==> src/rtl/ws2812b_pkg.sv <==
// Shared constants and types for the WS2812B line driver.
// Timing values assume a 20 MHz clock.
`timescale 1ns/1ps
package ws2812b_pkg;

    localparam int WORD_W     = 24;
    localparam int T0H_DEF    = 8;
    localparam int T1H_DEF    = 16;
    localparam int TBIT_DEF   = 25;
    localparam int TLATCH_DEF = 1200;

    localparam logic [1:0] S_IDLE  = 2'd0;
    localparam logic [1:0] S_HIGH  = 2'd1;
    localparam logic [1:0] S_LOW   = 2'd2;
    localparam logic [1:0] S_LATCH = 2'd3;

    typedef struct packed {
        logic [WORD_W-1:0] data;
        logic              lat;
    } pixel_t;

endpackage

==> src/rtl/ws2812b_bit_timer.sv <==
// Cycle counter for one bit slot or the latch gap.
// Flags are one cycle ahead so the registered led lines up.
`timescale 1ns/1ps
module ws2812b_bit_timer
    import ws2812b_pkg::*;
#(
    parameter int T0H    = T0H_DEF,
    parameter int T1H    = T1H_DEF,
    parameter int TBIT   = TBIT_DEF,
    parameter int TLATCH = TLATCH_DEF,
    parameter int CW     = $clog2(TLATCH)
) (
    input  logic clk20,
    input  logic reset,
    input  logic clr,
    input  logic bit_val,
    output logic hi_done,
    output logic bit_done,
    output logic latch_done
);

    localparam logic [CW-1:0] HI0_END = CW'(T0H - 1);
    localparam logic [CW-1:0] HI1_END = CW'(T1H - 1);
    localparam logic [CW-1:0] BIT_END = CW'(TBIT - 1);
    localparam logic [CW-1:0] LAT_END = CW'(TLATCH - 1);

    logic [CW-1:0] cyc;

    always_ff @(posedge clk20 or posedge reset) begin
        if (reset) begin
            cyc <= '0;
        end else if (clr) begin
            cyc <= '0;
        end else begin
            cyc <= cyc + CW'(1);
        end
    end

    assign hi_done    = cyc >= (bit_val ? HI1_END : HI0_END);
    assign bit_done   = cyc == BIT_END;
    assign latch_done = cyc == LAT_END;

endmodule

==> src/rtl/ws2812b_serializer.sv <==
// WS2812B single-wire serializer with a one-word holding register.
// Words chain without gaps while the hold is refilled in time.
`timescale 1ns/1ps
module ws2812b_serializer
    import ws2812b_pkg::*;
#(
    parameter int T0H    = T0H_DEF,
    parameter int T1H    = T1H_DEF,
    parameter int TBIT   = TBIT_DEF,
    parameter int TLATCH = TLATCH_DEF
) (
    input  logic              clk20,
    input  logic              reset,
    input  logic [WORD_W-1:0] data_in,
    input  logic              valid,
    input  logic              latch,
    output logic              ready,
    output logic              led
);

    logic [1:0]        state;
    logic [1:0]        state_n;
    pixel_t            hold;
    logic              hold_full;
    logic              hold_full_n;
    logic [WORD_W-1:0] shreg;
    logic [4:0]        bit_idx;
    logic              cur_lat;
    logic              acc;
    logic              load;
    logic              shift;
    logic              cyc_clr;
    logic              hi_done;
    logic              bit_done;
    logic              latch_done;

    assign acc         = valid && ready;
    assign hold_full_n = (hold_full && !load) || acc;

    ws2812b_bit_timer #(
        .T0H    (T0H),
        .T1H    (T1H),
        .TBIT   (TBIT),
        .TLATCH (TLATCH)
    ) u_timer (
        .clk20      (clk20),
        .reset      (reset),
        .clr        (cyc_clr),
        .bit_val    (shreg[WORD_W-1]),
        .hi_done    (hi_done),
        .bit_done   (bit_done),
        .latch_done (latch_done)
    );

    always_comb begin
        state_n = state;
        load    = 1'b0;
        shift   = 1'b0;
        cyc_clr = 1'b0;
        unique case (1'b1)
            (state == S_IDLE): begin
                cyc_clr = 1'b1;
                if (hold_full) begin
                    load    = 1'b1;
                    state_n = S_HIGH;
                end
            end
            (state == S_HIGH): begin
                if (hi_done) state_n = S_LOW;
            end
            (state == S_LOW): begin
                if (bit_done) begin
                    cyc_clr = 1'b1;
                    if (bit_idx != 5'd0) begin
                        shift   = 1'b1;
                        state_n = S_HIGH;
                    end else if (cur_lat) begin
                        state_n = S_LATCH;
                    end else if (hold_full) begin
                        // chain straight into the next word
                        load    = 1'b1;
                        state_n = S_HIGH;
                    end else begin
                        state_n = S_IDLE;
                    end
                end
            end
            (state == S_LATCH): begin
                if (latch_done) state_n = S_IDLE;
            end
            default: state_n = S_IDLE;
        endcase
    end

    always_ff @(posedge clk20 or posedge reset) begin
        if (reset) begin
            state     <= S_IDLE;
            hold      <= '0;
            hold_full <= 1'b0;
            ready     <= 1'b0;
            led       <= 1'b0;
            shreg     <= '0;
            bit_idx   <= '0;
            cur_lat   <= 1'b0;
        end else begin
            state     <= state_n;
            hold_full <= hold_full_n;
            ready     <= !hold_full_n;
            led       <= (state_n == S_HIGH);
            if (acc) begin
                hold <= '{data: data_in, lat: latch};
            end
            if (load) begin
                shreg   <= hold.data;
                cur_lat <= hold.lat;
                bit_idx <= 5'(WORD_W - 1);
            end else if (shift) begin
                shreg   <= {shreg[WORD_W-2:0], 1'b0};
                bit_idx <= bit_idx - 5'd1;
            end
        end
    end

endmodule
==> config.mk <==
export PLATFORM = sky130hd
export DESIGN_NAME = ws2812b_serializer
export DESIGN_NICKNAME = d
export VERILOG_FILES = /design/src/rtl/ws2812b_pkg.sv /design/src/rtl/ws2812b_bit_timer.sv /design/src/rtl/ws2812b_serializer.sv
export SDC_FILE = /design/constraint.sdc
export NUM_CORES = 1
export LEC_CHECK = 0
export CAP_MARGIN = 20
export CORE_MARGIN = 2
export CORE_UTILIZATION = 50
export CTS_BUF_LIST = sky130_fd_sc_hd__clkbuf_2 sky130_fd_sc_hd__clkbuf_4 sky130_fd_sc_hd__clkbuf_8
export DETAILED_ROUTE_END_ITERATION = 10
export HOLD_SLACK_MARGIN = 0.1
export MAX_ROUTING_LAYER = met4
export PLACE_DENSITY = 0.72
export SLEW_MARGIN = 30
export SYNTH_ARGS = -nofsm -noshare
export SYNTH_HDL_FRONTEND = slang
export SYNTH_HIERARCHICAL = 1
export SYNTH_SLANG_ARGS = --single-unit
==> constraint.sdc <==
create_clock -name clk20 -period 2.5 [get_ports clk20]
set_clock_uncertainty 0.05 [all_clocks]
set_input_delay 0.625 -clock clk20 [delete_from_list [all_inputs] [get_ports clk20]]
set_output_delay 0.625 -clock clk20 [all_outputs]
set_load 0.05 [all_outputs]
==> results_tabular.tex <==
\begin{tabular}{lr}
\hline
Metric & Value \\
\hline
\multicolumn{2}{l}{\textbf{Floorplan}} \\
Die footprint & about 7000 sq um \\
Boundary Pins & 30 \\
Die boundary height & approximately 84 um \\
Floorplan die width & 84.4 um \\
Initial standard-cell utilization of the core & 0.512 \\
Placement row count & 29 \\
Area of the core region & 6310 sq um \\
\multicolumn{2}{l}{\textbf{GRT}} \\
Vias in the first global route & $\sim$2,200 \\
GRT Overall Usage & 0.176 \\
Remaining Overflow, GRT & 0 \\
First-pass GRT wire length & between 9000 and 10,000 um \\
Maximum number of pins on one net before global-route repair & between 60 and 70 \\
Initial antenna violation count & 0 \\
\multicolumn{2}{l}{\textbf{Pwr}} \\
Part of the power in the clock network & 0.377 \\
Power consumption & 2.59 mW \\
Total internal power & 2.01 mW \\
Switch Pwr & roughly 0.57 mW \\
Switching share of total power & 0.222 \\
P\_leak & between 1.5 and 2 nW \\
Share of power burned in combinational logic & 0.091 \\
Maximum VDD drop & 0.488 mV \\
Sequential power share & 0.532 \\
Power density over the cells & 675 nW/um\^{}2 \\
\multicolumn{2}{l}{\textbf{Synth}} \\
Number of register bits inferred by synthesis & between 70 and 80 \\
Post-Synthesis Cells & 280 \\
Count of warnings emitted by yosys & 6 \\
Mapped Nets & 313 \\
Distinct cells, synth & 38 \\
Mapped Area & around 3200 sq um \\
Per-instance average area after synthesis & approximately 12 sq um \\
Part of the Yosys area used for sequential elements & 0.550 \\
\multicolumn{2}{l}{\textbf{Hold path}} \\
Worst Min Path Start & hold[11] \\
Worst min-delay path class & reg -> reg \\
\multicolumn{2}{l}{\textbf{CTS}} \\
Level count of the clock H-tree & 3 \\
Post-CTS Setup Inserts & 0 \\
Number of gates resized after CTS & 0 \\
Clock-pin slew reported for the worst setup and hold paths after clock tree synthesis & approximately 0.07 ns \\
Clk Tree Root Cell & sky130\_fd\_sc\_hd\_\_clkbuf\_8 \\
CTS tree & yes \\
TritonCTS Sinks & 71 \\
CTS hold repair buffers & 0 \\
Max Buffers Root-to-Sink & 2 \\
Clock buffer count from CTS & 9 \\
Later-pin clock latency in the skew report & 0.34 ns \\
\multicolumn{2}{l}{\textbf{Worst setup path}} \\
Buf+Inv Stages, Crit Path & 2 \\
Top fanout value on the critical path & between 50 and 60 \\
Crit. End Element & register \\
Worst Path Arrival & 2.53 ns \\
Required time of the critical path & 2.71 ns \\
Crit path cell chain & or4\_1, nor2\_1, and3\_1, nand3b\_1, o32ai\_4, buf\_12, inv\_1, o211ai\_1 \\
Master of the slowest instance on the critical path & sky130\_fd\_sc\_hd\_\_or4\_1 \\
Worst setup path class & reg -> reg \\
Critical register-to-register path startpoint & u\_timer/cyc[8] \\
Critical Path Start & u\_timer/cyc[8] \\
Crit path max-delay family & simple AND/OR/NAND/NOR gates \\
Element type at the critical path start & register \\
Largest incremental delay on the critical path & between 0.5 and 0.6 ns \\
\multicolumn{2}{l}{\textbf{Routing}} \\
Met3 wirelength from detailed routing & 178 um \\
Per-cell via count in the routed design & $\sim$5.4 \\
Vias post-DR & between 2,000 and 2,500 \\
Number of antenna-violating nets in the routed design & 0 \\
Met1 Wirelength & 2570 um \\
Average routed wire per standard cell & about 14 um \\
Total wire length after detailed routing & roughly 5400 um \\
Met2 routed WL & approximately 2600 um \\
Top layer used by detailed routing & met4 \\
Number of remaining DRC errors & 0 \\
Detailed Route Iter0 Violations & $\sim$120 \\
Iteration count of the initial detailed-routing pass & 4 \\
\multicolumn{2}{l}{\textbf{Cells and area}} \\
Number of antenna cells inserted & 0 \\
Post-Layout Inst Area & $\sim$3800 sq um \\
Storage element area & roughly 1800 sq um \\
Total area of multi-input combinational cells & around 1300 sq um \\
Commonest cells after routing, fill and taps aside & 71 x sky130\_fd\_sc\_hd\_\_dfrtp\_1, 35 x sky130\_fd\_sc\_hd\_\_nand2\_1, 29 x sky130\_fd\_sc\_hd\_\_clkdlybuf4s50\_1 \\
Growth of design area from synthesis to finish & 18.5\% \\
Nets & between 300 and 400 \\
Most common cell after layout, fill and taps aside & sky130\_fd\_sc\_hd\_\_dfrtp\_1 \\
Ratio of cells with drive above 1 in the final layout & 0.176 \\
Non-Filler Instances & 396 \\
Filler instances & 540 \\
\multicolumn{2}{l}{\textbf{Placed design}} \\
HPWL after DPL & about 3600 um \\
Gp weighted congestion & about 0.82 \\
Number of placed instances, taps included & between 300 and 400 \\
Placed Instance Area & $\sim$3600 sq um \\
\# port buffers & 29 \\
\multicolumn{2}{l}{\textbf{Timing}} \\
TNS Setup & 0 ns \\
Endpoints failing hold & 0 \\
Minimum period implied by the final worst setup slack & between 2 and 2.5 ns \\
Worst hold slack after final layout & 0.432 ns \\
Maximum clock frequency & between 0.4 and 0.5 GHz \\
Setup repair after global routing missed its margin & false \\
Tightest slew margin relative to the limit & 0.666 \\
Least-Margin Pin Slew & 0.500 ns \\
Final setup violating endpoints & 0 \\
Final period util & 0.928 \\
Final number of max-transition violations & 0 \\
\multicolumn{2}{l}{\textbf{Status}} \\
Status & completed \\
\multicolumn{2}{l}{\textbf{Run}} \\
Number of max-cap violations & 0 \\
\hline
\end{tabular}
## cell type report
type / instances / area share
clock buffers: 9 / 0.0323
inverters: 14 / 0.0137
repair buffers: 36 / 0.0993
multi-input cells: 183 / 0.343
well taps: 77 / 0.0251
flip-flops and latches: 71 / 0.464
clock inverters: 6 / 0.0225
## registers in the layout, indices dropped and copies added (netlist names)
signal       cells
bit_idx          5
cur_lat          1
hold            25
hold_full        1
led              1
ready            1
shreg           24
state            2
u_timer/cyc     11
## worst reg2reg max path: cells and delay by family (launching register included)
| family | cells | cell delay, ns |
|---|---|---|
| simple gates | 4 | 1.03 |
| flops | 1 | 0.42 |
| buf+inv | 2 | 0.39 |
| compound gates | 2 | 0.35 |
## metal layers
layer,global-route usage,vias up
met2,0.271,34
met5,-,-
met4,0.0794,0
met1,0.217,1034
li1,-,1047
met3,0.0521,13
## worst paths after layout
| kind | to | slack [ns] | depth (start not counted) |
|---|---|---|---|
| max reg2reg | bit_idx[1] | 0.18 | 8 |
| min reg2reg | shreg[10] | 0.43 | 2 |
| min | shreg[10] | 0.43 | 2 |
| min in group asynchronous | u_timer/cyc[1] | 0.57 | 2 |
| max in group asynchronous | led | 1.52 | 3 |
| max | bit_idx[1] | 0.18 | 8 |
## synthesized netlist by cell type (all sizes together)
cell type	count	share of area
a21boi	1	0.0023
a21oi	7	0.011
a31o	1	0.0027
and2	1	0.0023
and3	1	0.0019
and3b	1	0.0027
buf	8	0.023
clkbuf	5	0.0066
dfrtp	71	0.55
ha	5	0.019
inv	14	0.016
mux2	25	0.087
mux2i	23	0.071
nand2	36	0.043
nand2b	1	0.0019
nand3	7	0.016
nand3b	3	0.0070
nand4	2	0.0039
nor2	7	0.0081
nor2b	2	0.0039
nor3	4	0.0062
o211ai	2	0.0046
o21a	1	0.0023
o21ai	30	0.046
o31ai	5	0.012
o32ai	1	0.0085
or3	2	0.0043
or4	6	0.014
or4b	1	0.0031
xnor2	2	0.0054
xor2	5	0.014
## kinds of logic (layout without fill, tap and decap cells)
kind of cell	after synthesis	count (layout)	share of synthesized area
adder cells (fa/ha/maj)	5	5	0.0194
flip-flops	71	71	0.550
buffers and inverters	27	65	0.0461
XOR/XNOR	7	7	0.0190
AO/OA/AOI/OAI	48	48	0.0894
multiplexers	48	48	0.158
AND/OR/NAND/NOR	74	75	0.118
## metrics by stage
stage	setup WS (ns)	utilization
final	0.179	0.607
after global routing	0.00289	0.607
after CTS	0.0589	0.605
after detailed placement	0.0799	0.572
after global placement	0.145	0.572
after floorplan	0.178	-
## power by group through the flow
stage | Clock [mW] | Combinational, mW | Sequential [mW]
2_1_floorplan | 0 | 0.164 | 1.38
3_3_place_gp | 0 | 0.230 | 1.39
3_5_place_dp | 0 | 0.241 | 1.40
4_1_cts | 0.999 | 0.242 | 1.38
5_1_grt | 1.05 | 0.267 | 1.40
6_report | 0.975 | 0.235 | 1.37
No activity file was read; power rests on OpenSTA's default activity.
==> RTL edit (config.mk and constraints unchanged) <==
The output `led` loses its register stage (`led` becomes a continuous assignment). Comments in the files are not updated.
--- a/src/rtl/ws2812b_serializer.sv
+++ b/src/rtl/ws2812b_serializer.sv
@@ -98,7 +98,6 @@
             hold      <= '0;
             hold_full <= 1'b0;
             ready     <= 1'b0;
-            led       <= 1'b0;
             shreg     <= '0;
             bit_idx   <= '0;
             cur_lat   <= 1'b0;
@@ -106,7 +105,6 @@
             state     <= state_n;
             hold_full <= hold_full_n;
             ready     <= !hold_full_n;
-            led       <= (state_n == S_HIGH);
             if (acc) begin
                 hold <= '{data: data_in, lat: latch};
             end
@@ -121,4 +119,6 @@
         end
     end
 
+    assign led = (state_n == S_HIGH);
+
 endmodule
Formal check against the unedited RTL: not equivalent (Yosys sat finds a counterexample within 4 cycles, from zero or initial values and one cycle with reset high).
==> RTL edit against the original RTL <==
  * The run now ends with negative setup slack left
  * Synthesized area fell by 0.77%
  * Wire length rose by 5.6%
  * Worst setup slack got worse by 0.64 ns
  * Cell area rose by 2.9%
  * Sequential cell count fell by 1
  * Non-clock buffer count rose by 15
  * Die area fell by 0.73%
  * Clock power rose by 0.5%
  * Synthesized cell count fell by 0.36%
  * Power fell by 0.49%
==> RTL edit: results (changes against the original RTL) <==
[power_and_ir_drop]
switchingPower_w=0.0005745  ; +0.17%
p_leak_nw=1.792  ; +3.9%
peakVddDrop_mv=0.4481  ; -8.2%

[synthesis]
post_synth_fa_ha_maj_area_fraction_pct=1.951  ; +0.015 points
synth.avg_cell_area_sq_um=11.49  ; -0.42%
ys_top_cells_by_area=dfrtp_1, mux2_2, mux2i_1
ys_seq_area_share_pct=54.62  ; -0.35 points
muxShareOfSynthArea_pct=15.96  ; +0.12 points
synth-compound-area-share_pct=9.013  ; +0.070 points
ys_types=38  ; unchanged
syn_nets=312  ; -0.32%
synth_xor_xnor_area_share_pct=1.912  ; +0.015 points
synthTopCellsByCount=dfrtp_1, nand2_1, o21ai_0

[layout]
drive_gt1_share_pct=22.82  ; +5.3 points
diodes=0  ; unchanged
n_fill_cell=531  ; -1.7%
postLayoutCellArea_sq_mm=0.003941  ; +2.9%
final_common_cell=dfrtp_1
final_nets=362  ; +4.0%

[worst_hold_path]
hold_path.class=reg2reg

[place]
port_buffers=29  ; unchanged
dp_cells=391  ; +2.9%
placed_area_sq_mm=0.003670  ; +1.6%
gp_congestion=0.8546  ; +4.0%
hpwl_microns=3819  ; +5.4%

[grt]
grt_usage_pct=18.44  ; +0.82 points
antenna_found_initial=0  ; unchanged
grt_pass1_vias=2225  ; +3.3%
grt_max_degree=33  ; -46%
grt_pass1_wl_microns=9887  ; +3.0%

[timing]
setup_slack_ns=-0.4576  ; -0.6366 ns
fin_tns_setup_ns=-0.4576  ; -0.4576 ns
max_freq_mhz=338.1  ; -22%
setup_violations=1  ; +1
slew_headroom_pct=66.98  ; +0.42 points

[route]
avgRoutedWirePerCell_microns=13.95  ; +2.0%
drt-initial-drc-count=64  ; -47%
routed_wl_microns=5720  ; +5.6%
vias_per_cell=5.278  ; -1.8%

[critical_path]
worstPathArrival_ns=2.28  ; -0.25 ns
cp_max_fo=3  ; -94%

[clock_network]
path_clk_slew_ns=0.07  ; about the same
clockBufferDepth=2  ; unchanged
clock_latency_ns=0.34  ; about the same
cts_buffers=9  ; unchanged
root_buffer=clkbuf_8
htreeDepth=3  ; unchanged

[status]
violations=negative setup slack
status=finished, violations left

==> RTL edit: cell count changes after synthesis <==
| cell | before | now |
|---|---|---|
| dfrtp_1 | 71 | 70 |
==> RTL edit: cell type report <==
| type | instances | area share [%] |
|---|---|---|
| multi-input combinational | 183 | 34.10 |
| clock inverter | 6 | 2.222 |
| sequential | 70 | 44.44 |
| timing repair buffer | 51 | 12.32 |
| clock buffer | 9 | 3.143 |
| inverter | 14 | 1.333 |
| tap | 77 | 2.444 |
==> RTL edit: worst paths after layout <==
check	startpoint	endpoint	slack [ns]	depth (start not counted)
min in group asynchronous	reset	u_timer/cyc[0]	0.59	2
worst min register to register	hold[18]	shreg[17]	0.43	2
worst min-delay path	hold[18]	shreg[17]	0.43	2
worst max register to register	u_timer/cyc[5]	shreg[14]	0.11	9
worst max-delay path	u_timer/cyc[5]	led	-0.46	8
max in group asynchronous	reset	hold[23]	1.24	3
==> RTL edit: cell families (layout without fill, tap and decap cells) <==
| family | after synthesis | after routing |
|---|---|---|
| mux | 48 | 48 |
| simple gates | 74 | 75 |
| fa+ha+maj | 5 | 5 |
| xor+xnor | 7 | 7 |
| buf+inv | 27 | 80 |
| flops | 70 | 70 |
| compound gates | 48 | 48 |
==> RTL edit: through the flow <==
stage,setup slack (ns),power [W]
after floorplan,-0.2085,0.001524
after global placement,-0.05118,0.001607
after detailed placement,-0.09746,0.001623
after CTS,-0.4701,0.002609
after global routing,-0.5549,0.002690
final,-0.4576,0.002573
==> RTL edit: repair_timing <==
action,in CTS,in global routing
setup buffers,3,0
gates cloned,0,1
setup endpoints to repair,1,29
gates resized for setup,0,8
hold buffers,0,0
pin swaps,4,2
==> RTL edit: power groups by stage <==
stage / registers (W) / logic (W) / clock network, W
detailed placement: 0.00138 / 0.000242 / 0
global placement: 0.00138 / 0.000231 / 0
CTS: 0.00136 / 0.000242 / 0.00101
global route: 0.00138 / 0.000267 / 0.00105
finish: 0.00136 / 0.000236 / 0.000980
floorplan: 0.00136 / 0.000164 / 0
==> RTL edit: routing by layer <==
metal  part of all wire (%)  wire length (microns)  global-route usage (%)  vias to the layer above
met5                      0                      0                       -                        -
met4                    1.9                    110                   8.798                        0
met3                    2.5                    143                   4.451                        8
met2                     49                   2794                   28.14                       29
met1                     47                   2671                   23.22                     1056
li1                       -                      -                       -                     1071
==> RTL edit: critical path, stage by stage (launching register included) <==
cell	delay, ns
dfrtp_1	0.38
or4_4	0.55
nor2_4	0.11
and3_4	0.19
and3b_1	0.18
o31ai_1	0.08
o211ai_1	0.11
nor2b_4	0.20
buf_12	0.14
